**src/rtl/reg_bank_arbiter.sv**
```systemverilog
// Two-port round-robin arbiter for a small bank of config registers; one access per IDLE->GRANT->RESP pass.
// Grant is issued 1 cycle after the request is seen and ack 2 cycles after; ena low freezes everything, holding gnt/ack.
module reg_bank_arbiter #(
    parameter int NUM_REGS   = 2,
    parameter int REG_WIDTH  = 8,
    parameter int ADDR_WIDTH = 1
) (
    input  logic                          clk,
    input  logic                          rstb,
    input  logic                          ena,
    input  logic                          req_a,
    input  logic                          req_b,
    input  logic                          we_a,
    input  logic                          we_b,
    input  logic [ADDR_WIDTH-1:0]         addr_a,
    input  logic [ADDR_WIDTH-1:0]         addr_b,
    input  logic [REG_WIDTH-1:0]          wdata_a,
    input  logic [REG_WIDTH-1:0]          wdata_b,
    output logic                          gnt_a,
    output logic                          gnt_b,
    output logic                          ack_a,
    output logic                          ack_b,
    output logic                          err_a,
    output logic                          err_b,
    output logic [REG_WIDTH-1:0]          rdata,
    output logic [NUM_REGS*REG_WIDTH-1:0] config_regs
);

    typedef enum logic [1:0] {IDLE, GRANT, RESP} state_t;

    state_t                        state_q, state_d;
    logic                          win_b_q, win_b_d;
    logic                          last_b_q, last_b_d;
    logic                          we_q, we_d;
    logic [ADDR_WIDTH-1:0]         addr_q, addr_d;
    logic [REG_WIDTH-1:0]          wdata_q, wdata_d;
    logic [REG_WIDTH-1:0]          rdata_q, rdata_d;
    logic                          err_q, err_d;
    logic [NUM_REGS*REG_WIDTH-1:0] regs_q, regs_d;

    logic                          pick_b;
    logic                          hit;
    logic [REG_WIDTH-1:0]          rd_val;

    // B wins only if A is absent, or on a tie when A won last time.
    assign pick_b = req_b & (~req_a | ~last_b_q);

    always_comb begin
        hit    = 1'b0;
        rd_val = '0;
        for (int i = 0; i < NUM_REGS; i++) begin
            if (addr_q == ADDR_WIDTH'(i)) begin
                hit    = 1'b1;
                rd_val = regs_q[i*REG_WIDTH +: REG_WIDTH];
            end
        end
    end

    always_comb begin
        state_d  = state_q;
        win_b_d  = win_b_q;
        last_b_d = last_b_q;
        we_d     = we_q;
        addr_d   = addr_q;
        wdata_d  = wdata_q;
        rdata_d  = rdata_q;
        err_d    = err_q;
        regs_d   = regs_q;
        if (ena) begin
            case (state_q)
                IDLE: begin
                    if (req_a || req_b) begin
                        win_b_d  = pick_b;
                        last_b_d = pick_b;
                        we_d     = pick_b ? we_b    : we_a;
                        addr_d   = pick_b ? addr_b  : addr_a;
                        wdata_d  = pick_b ? wdata_b : wdata_a;
                        state_d  = GRANT;
                    end
                end
                GRANT: begin
                    err_d   = ~hit;
                    rdata_d = (hit && !we_q) ? rd_val : '0;
                    if (we_q) begin
                        for (int i = 0; i < NUM_REGS; i++) begin
                            if (addr_q == ADDR_WIDTH'(i)) begin
                                regs_d[i*REG_WIDTH +: REG_WIDTH] = wdata_q;
                            end
                        end
                    end
                    state_d = RESP;
                end
                RESP:    state_d = IDLE;
                default: state_d = IDLE;
            endcase
        end
    end

    always_ff @(posedge clk or negedge rstb) begin
        if (!rstb) begin
            state_q  <= IDLE;
            win_b_q  <= 1'b0;
            last_b_q <= 1'b1;
            we_q     <= 1'b0;
            addr_q   <= '0;
            wdata_q  <= '0;
            rdata_q  <= '0;
            err_q    <= 1'b0;
            regs_q   <= '0;
        end else begin
            state_q  <= state_d;
            win_b_q  <= win_b_d;
            last_b_q <= last_b_d;
            we_q     <= we_d;
            addr_q   <= addr_d;
            wdata_q  <= wdata_d;
            rdata_q  <= rdata_d;
            err_q    <= err_d;
            regs_q   <= regs_d;
        end
    end

    assign gnt_a       = (state_q == GRANT) & ~win_b_q;
    assign gnt_b       = (state_q == GRANT) &  win_b_q;
    assign ack_a       = (state_q == RESP)  & ~win_b_q;
    assign ack_b       = (state_q == RESP)  &  win_b_q;
    assign err_a       = ack_a & err_q;
    assign err_b       = ack_b & err_q;
    assign rdata       = (state_q == RESP) ? rdata_q : '0;
    assign config_regs = regs_q;

endmodule

```
**config.mk**
```make
export PLATFORM = sky130hd
export DESIGN_NAME = reg_bank_arbiter
export DESIGN_NICKNAME = d
export VERILOG_FILES = /design/src/rtl/reg_bank_arbiter.sv
export SDC_FILE = /design/constraint.sdc
export NUM_CORES = 1
export LEC_CHECK = 0
export ABC_AREA = 1
export CAP_MARGIN = 20
export CORE_UTILIZATION = 50
export DETAILED_ROUTE_END_ITERATION = 8
export PLACE_DENSITY = 0.92
export RECOVER_POWER = 25
export SLEW_MARGIN = 40
export SYNTH_ARGS = -nofsm -noshare
export SYNTH_HDL_FRONTEND = slang
export SYNTH_SLANG_ARGS = --single-unit
```
**constraint.sdc**
```tcl
create_clock -name clk -period 2.15 [get_ports clk]
set_input_delay 0.43 -clock clk [delete_from_list [all_inputs] [get_ports clk]]
set_output_delay 0.43 -clock clk [all_outputs]
set_load 0.05 [all_outputs]
```
==> flow_summary.json <==
{
  "vias": 1756,
  "p_leak_uw": 0.00135,
  "ctsHoldBuffers": 0,
  "maxCapViolCount": 0,
  "rsz0062_at_grt": "no",
  "path_buf_inv": 1,
  "diodes": 0,
  "die_y_um": 62.8,
  "yosysSeqAreaShare_pct": 51.5,
  "cts_tree": "built",
  "hpwlAfterDp_um": 3110,
  "p_int_uw": 1900,
  "ys_ff_latch": 38,
  "ant_nets": 0,
  "grt_max_degree": 39,
  "cts_buffer_depth": 2,
  "swShare_pct": 47.2,
  "whs_path_depth": 2,
  "status": "finished clean",
  "endpoint_kind": "output pin",
  "synthesis.area_mm2": 0.00185,
  "dieArea_mm2": 0.00395,
  "reg2regPathDepth": 5,
  "areaGrowthSynthToFinish_pct": 41.6,
  "switchingPower_uw": 1690,
  "cts_resized": 0,
  "clock-skew-final_ns": 0.00630,
  "critical_path_class": "reg -> out",
  "cp_cell_sequence": "clkdlybuf4s50_1",
  "grt_usage_pct": 23.7,
  "stdcell_area_mm2": 0.00262,
  "cp_max_fo": 3,
  "nets": 335,
  "initial_core_util_pct": 53.7,
  "syn_inst": 254,
  "place_area_mm2": 0.00253,
  "synth.distinct_cells": 15,
  "drt-pass1-iter-count": 4,
  "num_rows": 21,
  "max_freq_ghz": 0.515,
  "cts_setup_buffers": 0,
  "top_usage_layer": "met2",
  "crit_slowest_cell": "clkdlybuf4s50_1",
  "grt_use_met2_pct": 42.8,
  "syn_area_per_cell_um2": 7.28,
  "grt_util_met3_pct": 5.84,
  "drv_slew": 0,
  "grt_pass1_wl_um": 7190,
  "grt_util_met1_pct": 26.4,
  "cts_root_buf": "clkbuf_8",
  "numCtsBuffers": 5,
  "io_buffer_count": 52,
  "yosysWarnings": 0,
  "wl_per_cell_um": 11.6,
  "finalSetupViolations": 0,
  "fin_crit_sh_pct": 90.4,
  "gp_congestion": 0.822,
  "worst_pin_slew_ns": 0.886,
  "clk_latency_ns": 0.29,
  "drive_gt1_share_pct": 9.65,
  "clock_sink_count": 38,
  "start_kind": "flop",
  "hp-class": "reg -> reg",
  "crit_arrival_ns": 1.51,
  "worst_hold_slack_ns": 0.480,
  "core_area_mm2": 0.00344,
  "hold_viol_final": 0,
  "ir_worst_vdd_uv": 468,
  "io_pins": 55,
  "grt_pass1_vias": 1671,
  "via_per_inst": 4.92,
  "drc": 0,
  "p_per_area_mw_per_mm2": 1370,
  "fin_crit_ns": 1.94,
  "seq_power_share_pct": 37.2,
  "antenna_found_initial": 0,
  "cp_top_family": "buffers and inverters",
  "die-width_um": 62.8,
  "drt_iter0_markers": 90,
  "worst_ep_required_time_ns": 1.72,
  "slowest_delay_ns": 0.83,
  "cts_max_level": 2,
  "tns_ns": 0,
  "slew_headroom_pct": 40.9,
  "drt-total-wl_um": 4160,
  "pwr-share-comb_pct": 49.3,
  "clk_pin_slew_ns": 0.07,
  "cp.depth": 1,
  "clockPowerShare_pct": 13.5,
  "overflow": 0
}
==> worst reg2reg max path: stages (launching register included) <==
cell	delay, ns
dfrtp_1	0.55
inv_2	0.24
nand2_1	0.26
nor2_4	0.27
nand2_1	0.11
nand2_1	0.08
==> state kept, by name, indices dropped and copies added (netlist names) <==
| signal | count |
|---|---|
| config_regs | 16 |
| rdata_q | 8 |
| wdata_q | 8 |
| state_q | 2 |
| addr_q | 1 |
| last_b_q | 1 |
| we_q | 1 |
| win_b_q | 1 |
==> cells in the mapped netlist <==
| master | n | share of area (%) |
|---|---|---|
| nand2_1 | 147 | 30 |
| dfrtp_1 | 37 | 50 |
| inv_1 | 15 | 3.0 |
| nor2_1 | 14 | 2.8 |
| nand3_1 | 12 | 3.2 |
| o21ai_0 | 12 | 3.2 |
| buf_2 | 4 | 1.1 |
| buf_4 | 3 | 1.2 |
| nand3_2 | 2 | 1.1 |
| nor2_2 | 2 | 0.68 |
| nor2_4 | 2 | 1.2 |
| conb_1 | 1 | 0.20 |
| dfstp_2 | 1 | 1.4 |
| inv_2 | 1 | 0.20 |
| nand3b_2 | 1 | 0.61 |
==> power by group through the flow <==
stage	sequential, uW	combinational (uW)	clock (uW)
6_report	1340	1770	485
5_1_grt	1370	1900	524
4_1_cts	1320	1780	494
3_5_place_dp	1330	1770	0
3_3_place_gp	1320	1720	0
2_1_floorplan	1780	651	0
==> logic make-up after synthesis <==
group                  after synthesis  share of synthesized area (%)
and+or+nand+nor                    180                           39.5
DFF                                 38                           51.5
AOI/OAI and AO/OA                   12                           3.25
buffers and inverters               23                           5.55
other                                1                          0.203
==> layout by cell type (no fill, tap or decap) <==
cell type / instances
nand2_1: 147
clkdlybuf4s50_1: 39
dfrtp_1: 37
inv_1: 15
nor2_1: 14
o21ai_0: 12
nand3_1: 12
buf_12: 12
clkbuf_8: 6
nand3_2: 2
nor2_4: 2
nor2_2: 2
conb_1: 2
clkbuf_1: 2
buf_4: 2
inv_2: 1
nand3b_2: 1
dlygate4sd3_1: 1
dfstp_2: 1
clkbuf_2: 1
==> worst paths after layout <==
check / slack [ns] / endpoint / from
worst max-delay path: 0.21 / config_regs[12] / config_regs[12]
worst min-delay path: 0.48 / rdata_q[3] / rdata_q[3]
worst max register to register: 0.58 / config_regs[1] / addr_q
worst min register to register: 0.48 / rdata_q[3] / rdata_q[3]
max in group asynchronous: 0.81 / config_regs[12] / rstb
min in group asynchronous: 0.79 / state_q[0] / rstb
==> through the flow <==
| stage | utilization, % | std cells | power [uW] | setup WS (ns) |
|---|---|---|---|---|
| floorplan | - | 255 | 2430 | 0.377 |
| global placement | 73.5 | 349 | 3040 | 0.402 |
| detailed placement | 73.5 | 349 | 3100 | 0.345 |
| CTS | 76.2 | 357 | 3600 | 0.183 |
| global route | 76.1 | 357 | 3790 | 0.0733 |
| finish | 76.1 | 357 | 3590 | 0.207 |
==> layer usage <==
layer  routed length (um)  part of all wire, %
met4                   48                  1.2
met1                 1610                   39
met3                  280                  6.7
met5                    0                    0
met2                 2210                   53
==> final cells by class <==
cell class              count  area, um^2
clock buffers               8        90.1
repair buffers             55         661
well taps                  46        57.6
multi-input cells         194         798
inverters                  16        60.1
fillers                   239         823
flip-flops and latches     38         952
(Power assumes the default switching activity.)
